### src/rtl/i2c_slave_responder.sv
// I2C target responder: oversamples SCL/SDA, matches a 7-bit device address,
// and reads/writes an external 8-bit register file through an auto-incrementing
// pointer. SDA is driven open-drain through sdaDriveLow.
module i2c_slave_responder #(
    parameter logic [6:0] slaveAddress = 7'h50
) (
    input  logic       clock,
    input  logic       reset_n,
    input  logic       sclIn,
    input  logic       sdaIn,
    output logic       sdaDriveLow,
    output logic [7:0] regAddress,
    output logic [7:0] regWriteData,
    output logic       regWriteEnable,
    input  logic [7:0] regReadData,
    output logic       busy
);

    localparam logic [3:0] IDLE       = 4'd0;
    localparam logic [3:0] ADDR       = 4'd1;
    localparam logic [3:0] ADDR_ACK   = 4'd2;
    localparam logic [3:0] IGNORE     = 4'd3;
    localparam logic [3:0] PTR_BYTE   = 4'd4;
    localparam logic [3:0] WRITE_BYTE = 4'd5;
    localparam logic [3:0] WRITE_ACK  = 4'd6;
    localparam logic [3:0] READ_BYTE  = 4'd7;
    localparam logic [3:0] READ_ACK   = 4'd8;

    logic       sclMeta, sclSync, sclPrev;
    logic       sdaMeta, sdaSync, sdaPrev;
    logic       sclRise, sclFall, startCond, stopCond;

    logic [3:0] state;
    logic [7:0] shiftReg;
    logic [2:0] bitCnt;
    logic       byteDone;    // phase flag: all 8 bits of the current byte are in
    logic       rw;
    logic       ackSeen;     // master ACKed the last read byte
    logic       incPending;  // bump the pointer on the cycle after a strobe/read load

    // Two-flop synchronizers plus a history flop; idle bus is high so reset to 1
    always_ff @(posedge clock or negedge reset_n) begin
        if (!reset_n) begin
            {sclMeta, sclSync, sclPrev} <= 3'b111;
            {sdaMeta, sdaSync, sdaPrev} <= 3'b111;
        end else begin
            {sclMeta, sclSync, sclPrev} <= {sclIn, sclMeta, sclSync};
            {sdaMeta, sdaSync, sdaPrev} <= {sdaIn, sdaMeta, sdaSync};
        end
    end

    assign sclRise   = sclSync & ~sclPrev;
    assign sclFall   = ~sclSync & sclPrev;
    assign startCond = sclSync & sclPrev & sdaPrev & ~sdaSync;
    assign stopCond  = sclSync & sclPrev & ~sdaPrev & sdaSync;

    // Protocol FSM; START/STOP take priority over any same-cycle SCL edge
    always_ff @(posedge clock or negedge reset_n) begin
        if (!reset_n) begin
            state          <= IDLE;
            shiftReg       <= 8'h00;
            bitCnt         <= 3'd0;
            byteDone       <= 1'b0;
            rw             <= 1'b0;
            ackSeen        <= 1'b0;
            incPending     <= 1'b0;
            sdaDriveLow    <= 1'b0;
            regAddress     <= 8'h00;
            regWriteData   <= 8'h00;
            regWriteEnable <= 1'b0;
            busy           <= 1'b0;
        end else begin
            regWriteEnable <= 1'b0;
            if (incPending) begin
                regAddress <= regAddress + 8'd1;
                incPending <= 1'b0;
            end

            if (startCond) begin
                state       <= ADDR;
                sdaDriveLow <= 1'b0;
                bitCnt      <= 3'd0;
                byteDone    <= 1'b0;
            end else if (stopCond) begin
                state       <= IDLE;
                sdaDriveLow <= 1'b0;
                busy        <= 1'b0;
                bitCnt      <= 3'd0;
                byteDone    <= 1'b0;
            end else begin
                case (state)
                    ADDR, PTR_BYTE, WRITE_BYTE: begin
                        if (sclRise && !byteDone) begin
                            shiftReg <= {shiftReg[6:0], sdaSync};
                            bitCnt   <= bitCnt + 3'd1;
                            if (bitCnt == 3'd7) byteDone <= 1'b1;
                        end else if (sclFall && byteDone) begin
                            bitCnt   <= 3'd0;
                            byteDone <= 1'b0;
                            if (state == ADDR) begin
                                if (shiftReg[7:1] == slaveAddress) begin
                                    state       <= ADDR_ACK;
                                    sdaDriveLow <= 1'b1;
                                    rw          <= shiftReg[0];
                                    busy        <= 1'b1;
                                end else begin
                                    state <= IGNORE;
                                    busy  <= 1'b0;
                                end
                            end else if (state == PTR_BYTE) begin
                                // Pointer byte is acknowledged but never strobed
                                regAddress  <= shiftReg;
                                state       <= WRITE_ACK;
                                sdaDriveLow <= 1'b1;
                            end else begin
                                regWriteData   <= shiftReg;
                                regWriteEnable <= 1'b1;
                                incPending     <= 1'b1;
                                state          <= WRITE_ACK;
                                sdaDriveLow    <= 1'b1;
                            end
                        end
                    end
                    ADDR_ACK: begin
                        if (sclFall) begin
                            if (rw) begin
                                shiftReg    <= regReadData;
                                sdaDriveLow <= ~regReadData[7];
                                incPending  <= 1'b1;
                                bitCnt      <= 3'd0;
                                state       <= READ_BYTE;
                            end else begin
                                sdaDriveLow <= 1'b0;
                                state       <= PTR_BYTE;
                            end
                        end
                    end
                    WRITE_ACK: begin
                        if (sclFall) begin
                            sdaDriveLow <= 1'b0;
                            state       <= WRITE_BYTE;
                        end
                    end
                    READ_BYTE: begin
                        // Bit 7 went out on entry; each fall presents the next bit
                        if (sclFall) begin
                            if (bitCnt == 3'd7) begin
                                sdaDriveLow <= 1'b0;
                                ackSeen     <= 1'b0;
                                state       <= READ_ACK;
                            end else begin
                                shiftReg    <= {shiftReg[6:0], 1'b0};
                                sdaDriveLow <= ~shiftReg[6];
                                bitCnt      <= bitCnt + 3'd1;
                            end
                        end
                    end
                    READ_ACK: begin
                        if (sclRise) begin
                            if (sdaSync) state <= IGNORE;
                            else         ackSeen <= 1'b1;
                        end else if (sclFall && ackSeen) begin
                            shiftReg    <= regReadData;
                            sdaDriveLow <= ~regReadData[7];
                            incPending  <= 1'b1;
                            bitCnt      <= 3'd0;
                            state       <= READ_BYTE;
                        end
                    end
                    default: ;
                endcase
            end
        end
    end

endmodule

### config.mk
export PLATFORM = sky130hd
export DESIGN_NAME = i2c_slave_responder
export DESIGN_NICKNAME = d
export VERILOG_FILES = /design/src/rtl/i2c_slave_responder.sv
export SDC_FILE = /design/constraint.sdc
export NUM_CORES = 1
export LEC_CHECK = 0
export ABC_AREA = 1
export ABC_CLOCK_PERIOD_IN_PS = 1600
export BUFFER_PORTS_ARGS = -buffer_cell sky130_fd_sc_hd__buf_4
export CAP_MARGIN = 0
export CORE_ASPECT_RATIO = 2
export CORE_UTILIZATION = 52
export DETAILED_ROUTE_END_ITERATION = 8
export GPL_TIMING_DRIVEN = 0
export PLACE_DENSITY = 0.75
export SLEW_MARGIN = 20
export SYNTH_ARGS = -nofsm -noshare
export SYNTH_HDL_FRONTEND = slang
export SYNTH_SLANG_ARGS = --single-unit
### constraint.sdc
create_clock -name clock -period 1.6 [get_ports clock]
set_input_delay 0.32 -clock clock [delete_from_list [all_inputs] [get_ports clock]]
set_output_delay 0.32 -clock clock [all_outputs]
set_load 0.02 [all_outputs]
==> results of run 1 <==
-- Yosys cell counts (all sizes together) (3+ instances only) --
cell    count
nand2     105
xor2        3
nand3      36
o21ai      25
inv        37
or2         3
nor3        3
o211ai      3
a21oi       5
ha          3
dfrtp      38
nor2       43
dfstp       6
nand4       3
-- path summary, 6_finish.rpt --
path | from | to | slack (ns)
worst max-delay path | sclPrev$_DFF_PN1_ | shiftReg[3]$_DFFE_PN0P_ | -0.12
worst min-delay path | reset_n | regWriteData[0]$_DFFE_PN0P_ | -0.002
worst max register to register | sclPrev$_DFF_PN1_ | shiftReg[3]$_DFFE_PN0P_ | -0.12
worst min register to register | sdaMeta$_DFF_PN1_ | sdaSync$_DFF_PN1_ | 0.36
max in group asynchronous | reset_n | state[0]$_DFFE_PN0P_ | 1.18
min in group clock | sdaIn | sdaMeta$_DFF_PN1_ | 0.12
-- registers in the layout (all words and copies together), names as in the netlist, 3 cells and up --
signal / cells
shiftReg: 8
regAddress: 8
regWriteData: 8
bitCnt: 3
state: 4
-- per-stage QoR --
step           power [mW]  setup TNS [ns]  hold WS, ns  utilization (%)  cell area, sq um
4_1_cts              4.67          -0.326       0.0215             71.0              3110
3_5_place_dp         3.28           -7.43        0.340             61.9              2710
3_3_place_gp         3.24           -7.21        0.343             61.9              2710
2_1_floorplan        2.81          -0.277       0.0244                -              2420
6_report             4.82           -1.87     -0.00181             72.5              3180
5_1_grt              5.13           -4.46       0.0449             72.5              3180
-- timing repair --
item | in CTS | in global routing
setup endpoints to repair | 35 | 30
cloned | 0 | 0
resized for setup | 50 | 17
setup buffers | 18 | 3
pin swaps | 17 | 6
-- power by group through the flow --
stage          clock, mW  combinational (mW)  sequential [mW]
4_1_cts            0.849                2.36             1.46
3_5_place_dp           0                1.82             1.46
3_3_place_gp           0                1.79             1.45
6_report           0.843                2.50             1.48
5_1_grt            0.903                2.73             1.49
2_1_floorplan          0                1.38             1.43
-- logic make-up after synthesis --
group                    share of synthesized area [%]
AND/OR/NAND/NOR                                   35.8
flip-flops                                        46.0
buffers and inverters                             6.48
AO/OA/AOI/OAI                                     8.66
XOR/XNOR                                          1.09
adder cells (fa/ha/maj)                           1.56
multiplexers                                     0.415
-- metal layers --
layer  part of all wire (%)  vias to the layer above  track usage (%)
met5                      0                        -                0
met4                    5.1                        0             18.9
met3                    3.8                       22             4.67
met2                     56                       82             50.8
met1                     35                     1107             28.0
li1                       -                     1155                -
-- layout make-up --
class | count | area share (%)
multi-input combinational | 240 | 42.2
sequential | 44 | 35.0
timing repair buffer | 51 | 12.2
tap | 54 | 2.13
clock buffer | 7 | 2.40
inverter | 37 | 4.37
buffer | 4 | 0.709
clock inverter | 1 | 0.946
==> key figures, run 1 <==
Timing
  – Endpoints failing hold: 1
  – Hold slack: -0.00181 ns
  – Final worst slack: -0.119 ns
  – Worst Tran Pin Value: 0.558 ns
  – Unrepaired setup endpoints after global routing: true
  – Final-report setup violation count: 28
  – Slew headroom: 62.8%
  – Fin crit period: 1.72 ns
  – Worst clock skew on the final layout: 0.00491 ns
  – Share of the clock period used by the worst path after layout: 107%
  – Fmax achieved: 582 MHz
  – Max Transition Viols Final: 0

Finish
  – Layout Cells excl Fill: 438
  – Antenna Diode Count: 0
  – Area of the multi-input gates: 1340 sq um
  – Net count reported at finish: 398
  – Most common cell after layout, fill and taps aside: nand2_1
  – Fill cell count: 343
  – Area used by sequential logic in the layout: 1110 sq um
  – Most frequent cells in the layout: nand2_1 (78), buf_4 (51), dfrtp_1 (35)
  – Layout cells sized above 1: 35.4%
  – Layout area overhead: 31.6%

Route
  – Detail-routed net length per standard cell: 15.0 microns
  – Starting DRC count in detailed routing: 72
  – Via count of the routed design: 2366
  – Detailed-route wire length: 6.59 mm
  – Number of optimization iterations in the first detailed-route pass: 5
  – Via density per instance: 5.40
  – DRC violations left: 0
  – DRT antenna net count: 0

Power
  – Design internal power: 2.70 mW
  – Power density of the placed cells: 1520 nW/um^2
  – Clock network power share: 17.5%
  – Net Switching: 2.11 mW
  – Combinational group share of total power: 51.8%
  – Peak supply drop: 1.15 mV
  – Sequential share of power: 30.7%
  – Fraction of power spent switching nets: 43.9%
  – Static power due to leakage: 1.64 nW

Run status
  – Result of the run: finished with violations
  – Violated checks: negative hold slack, negative setup slack

Global routing
  – Antenna violations before repair: 0
  – Sum of overflow across all layers after global routing: 0
  – Wire length of the first global-routing pass: 10.4 mm
  – Maximum number of pins on one net before global-route repair: 45
  – Total routing usage reported by global routing: 28.2%
  – Via count of the first global-routing pass: 2344

Worst setup path
  – Slowest library cell on the worst path: dfstp_2
  – Startpoint types: flip-flop
  – Max FO, Critical Path: 8
  – CP Cell Sequence: buf_4, nand2_4, nand2_2, nand2_2, nor3_4, nand2_4, nand2_2, nand2_1
  – Cell type with the highest occurrence count on the critical path: nand2_2
  – Required @ worst endpoint: 1.79 ns
  – Depth of the most critical reg-to-reg path: 8
  – Crit Path Class: reg2reg
  – Kind of end point of the critical path: flip-flop
  – Critical path's top delay family: simple AND/OR/NAND/NOR gates
  – Data arrival time of the critical path: 1.91 ns
  – Count of buffer and inverter cells on the critical path: 1
  – Slowest stage delay, CP: 0.58 ns
  – WP depth: 8

Placement
  – Dpl hpwl: 4.53 mm
  – Worst slack at placement: -0.410 ns
  – Inst Count DP: 409
  – # port buffers: 30
  – GP Congestion: 0.994

Floorplan
  – Initial Utilization: 55.1%
  – X dimension of the die: 50.2 microns
  – Y dimension of the die: 98.3 microns
  – Overall die area: 4930 sq um
  – I/O pins: 31
  – Floorplan Core Area: 4380 sq um
  – Placement Rows: 34

Clocking
  – Total CTS buffers: 5
  – Cts-stage hold buffer count: 0
  – CTS Buffer Depth: 2
  – Clk slew on worst S/H paths: 0.08 ns
  – Insertion delay to the later sink of the worst-skew pair: 0.30 ns
  – Clock tree from TritonCTS: built
  – Htree depth: 2
  – Root Buffer Master: clkbuf_8
  – Clock sink count: 44

Yosys
  – Number of flops mapped to enable cells by yosys: 0
  – Share of the synthesized area in the top cell type: 39.4%
  – Yosys reg bits: 44
  – Share of flip-flops with an asynchronous set or reset after synthesis: 100%
  – Synthesized area: 2410 sq um
  – Dominant cell type by area after synthesis: dfrtp_1
  – Most used flip-flop cell after synthesis: dfrtp_1
  – Count of distinct cell types in the synthesized netlist: 29
  – Sequential-to-total area share from yosys stat: 46.0%
  – Net count after synthesis: 340
  – Mean instance size in the synthesized netlist: 7.42 sq um
  – Count of synthesis-stage warnings from yosys: 0
  – Post-Synthesis Cells: 325
  – Ranking of synthesized cells by area: dfrtp_1 (39%), nand2_1 (16%), nand3_1 (7.1%)

Job
  – Max-cap violation count: 0

Worst hold path
  – Class of the tightest hold or removal check: in2async
Note: power is estimated with default switching activity, not from simulation.
==> inputs of run 2 (changes only) <==
--- a/config.mk
+++ b/config.mk
@@ -8,8 +8,8 @@
 export ABC_AREA = 1
 export ABC_CLOCK_PERIOD_IN_PS = 1600
 export BUFFER_PORTS_ARGS = -buffer_cell sky130_fd_sc_hd__buf_4
-export CAP_MARGIN = 0
-export CORE_ASPECT_RATIO = 2
+export CAP_MARGIN = 15
+export CORE_ASPECT_RATIO = 1.75
 export CORE_UTILIZATION = 52
 export DETAILED_ROUTE_END_ITERATION = 8
 export GPL_TIMING_DRIVEN = 0
==> key figures, run 2 (synthesized netlist as in run 1, its figures left out) <==
Run status
  – Result of the run: finished with violations
  – Violated checks: negative hold slack, negative setup slack

Timing
  – Fin crit period: 1.65 ns (-0.0652 ns)
  – Max Transition Viols Final: 0 (unchanged)
  – Hold slack: -0.00569 ns (-0.00388 ns)
  – Final-report setup violation count: 17 (-39%)
  – Final worst slack: -0.0540 ns (+0.0652 ns)
  – Endpoints failing hold: 5 (+4)
  – Share of the clock period used by the worst path after layout: 103% (-4.1 points)
  – Worst Tran Pin Value: 0.567 ns (+0.00883 ns)
  – Unrepaired setup endpoints after global routing: true
  – Worst clock skew on the final layout: 0.00610 ns (+0.00119 ns)
  – Fmax achieved: 605 MHz (+3.9%)
  – Slew headroom: 62.2% (-0.59 points)

Finish
  – Net count reported at finish: 397 (-0.25%)
  – Most frequent cells in the layout: nand2_1 (82), buf_4 (44), dfrtp_1 (34)
  – Antenna Diode Count: 0 (unchanged)
  – Area of the multi-input gates: 1360 sq um (+1.2%)
  – Final instance area: 3210 sq um (+1.2%)
  – Most common cell after layout, fill and taps aside: nand2_1
  – Largest registers in the final layout: regAddress (8), regWriteData (8), shiftReg (8)
  – Fill cell count: 365 (+6.4%)
  – Area used by sequential logic in the layout: 1110 sq um (+0.11%)
  – Layout area overhead: 33.2%
  – Layout cells sized above 1: 36.8% (+1.4 points)

Route
  – Via density per instance: 5.47 (+1.3%)
  – Via count of the routed design: 2375 (+0.38%)
  – Detail-routed net length per standard cell: 14.6 microns (-3.2%)
  – DRC violations left: 0 (unchanged)
  – DRT antenna net count: 0 (unchanged)
  – Starting DRC count in detailed routing: 76 (+5.6%)
  – Number of optimization iterations in the first detailed-route pass: 4 (-1)
  – Detailed-route wire length: 6.32 mm (-4.1%)

Clocking
  – Htree depth: 2 (unchanged)
  – Cts-stage hold buffer count: 0 (unchanged)
  – Total CTS buffers: 5 (unchanged)
  – CTS Buffer Depth: 2 (unchanged)
  – Clock sink count: 44 (unchanged)
  – Insertion delay to the later sink of the worst-skew pair: 0.30 ns (about the same)
  – Clk slew on worst S/H paths: 0.09 ns (about the same)
  – Root Buffer Master: clkbuf_8
  – Clock tree from TritonCTS: built

Worst setup path
  – Crit Path Class: reg2reg
  – Required @ worst endpoint: 1.80 ns (about the same)
  – CP Cell Sequence: ha_1, ha_1, nand2_1, nand2_2, nor3_4, nand2_4, nand2_1, nand2_1
  – Data arrival time of the critical path: 1.86 ns (-0.05 ns)
  – Critical path endpoint: shiftReg[3]$_DFFE_PN0P_
  – Cell type with the highest occurrence count on the critical path: nand2_1
  – R2R setup slack: -0.05 ns (+0.07 ns)
  – Beginning of the worst register-to-register path: bitCnt[0]$_DFFE_PN0P_
  – Launch point of the critical path: bitCnt[0]$_DFFE_PN0P_
  – Kind of end point of the critical path: flip-flop
  – Max FO, Critical Path: 8 (unchanged)
  – Startpoint types: flip-flop
  – Slowest library cell on the worst path: dfrtp_1
  – Slowest stage delay, CP: 0.39 ns (-0.19 ns)
  – Endpoint of the worst-slack reg-to-reg timing path: shiftReg[3]$_DFFE_PN0P_
  – Depth of the most critical reg-to-reg path: 8 (unchanged)

Global routing
  – Wire length of the first global-routing pass: 10.1 mm (-3.5%)
  – Antenna violations before repair: 0 (unchanged)
  – Total routing usage reported by global routing: 28.4% (+0.25 points)
  – Via count of the first global-routing pass: 2261 (-3.5%)
  – Sum of overflow across all layers after global routing: 0 (unchanged)
  – Maximum number of pins on one net before global-route repair: 45 (unchanged)

Worst hold path
  – Class of the tightest hold or removal check: in2async

Power
  – Peak supply drop: 0.900 mV (-22%)
  – Static power due to leakage: 1.67 nW (+1.8%)
  – Power density of the placed cells: 1520 nW/um^2 (+0.50%)

Floorplan
  – X dimension of the die: 53.5 microns (+6.6%)
  – Floorplan Core Area: 4440 sq um (+1.4%)
  – I/O pins: 31 (unchanged)
  – Initial Utilization: 54.3% (-0.77 points)
  – Placement Rows: 32 (-5.9%)
  – Overall die area: 4930 sq um (-0.12%)
  – Y dimension of the die: 92.1 microns (-6.3%)

Placement
  – Dpl hpwl: 4.43 mm (-2.3%)
  – Worst slack at placement: -0.390 ns (+0.0203 ns)
  – # port buffers: 30 (unchanged)
  – Total cell area at the placement stage: 2710 sq um (-0.14%)
  – GP Congestion: 0.974 (-2.1%)

Job
  – Max-cap violation count: 0 (unchanged)
[run 2: changes by cell type in the layout (fill, tap and decap cells not counted), moves of 2 or more]
cell      delta
nor2_2       +3
nand2_1      +4
buf_4        -7
inv_2        +3
nor2_1       -3
clkbuf_1     -2
nand2_2      -5
buf_6        +5
inv_1        -3
[run 2: cell type report]
cell class | instances | share of cell area [%]
Inverter | 37 | 4.32
Tap cell | 51 | 1.99
Timing Repair Buffer | 50 | 12.2
Buffer | 4 | 0.818
Clock inverter | 2 | 1.21
Multi-Input combinational cell | 240 | 42.3
Clock buffer | 6 | 2.57
Sequential cell | 44 | 34.7
[run 2: metrics by stage]
stage / util [%] / setup TNS (ns) / hold slack (ns) / power [mW] / instances
2_1_floorplan: - / -0.277 / 0.0244 / 2.81 / 325
3_3_place_gp: 60.9 / -6.25 / 0.345 / 3.24 / 406
3_5_place_dp: 60.9 / -7.18 / 0.347 / 3.27 / 406
4_1_cts: 68.4 / -0.282 / 0.0169 / 4.51 / 428
5_1_grt: 72.3 / -2.33 / 0.0423 / 5.23 / 434
6_report: 72.3 / -0.507 / -0.00569 / 4.90 / 434
[run 2: per-layer routing]
metal,up-vias,GRT usage (%),wire [microns]
met2,76,50.8,3450
li1,1160,-,-
met5,-,0,0
met4,0,16.7,307
met3,25,3.32,212
met1,1114,29.8,2350
[run 2: repair_timing]
action | CTS | global route
gates cloned | 1 | 0
pin swaps | 10 | 16
endpoints found under the setup margin | 35 | 33
gates resized for setup | 34 | 43
setup buffers | 13 | 6
[run 2: worst max-delay path: cells and delay by family (launching register included)]
| family | cells | cell delay, ns |
|---|---|---|
| AND/OR/NAND/NOR | 6 | 0.75 |
| adder cells (fa/ha/maj) | 2 | 0.41 |
| flip-flops | 1 | 0.39 |
[run 2: how the worst min path moves through the flow]
stage	startpoint	depth (start not counted)	slack, ns	end
2_1_floorplan	reset_n	0	0.02	ackSeen$_DFFE_PN0P_
3_3_place_gp	reset_n	1	0.34	regWriteData[2]$_DFFE_PN0P_
3_5_place_dp	reset_n	1	0.35	regWriteData[2]$_DFFE_PN0P_
4_1_cts	reset_n	1	0.02	regWriteData[2]$_DFFE_PN0P_
5_1_grt	reset_n	1	0.04	regWriteData[1]$_DFFE_PN0P_
6_report	reset_n	1	-0.006	regWriteData[2]$_DFFE_PN0P_
[run 2: power by group]
group	switching, mW	total [mW]	internal [mW]	leakage [nW]
combinational	1.53	2.51	0.980	1.03
clock	0.398	0.908	0.511	0.0614
sequential	0.187	1.48	1.29	0.572
total	2.12	4.90	2.78	1.67
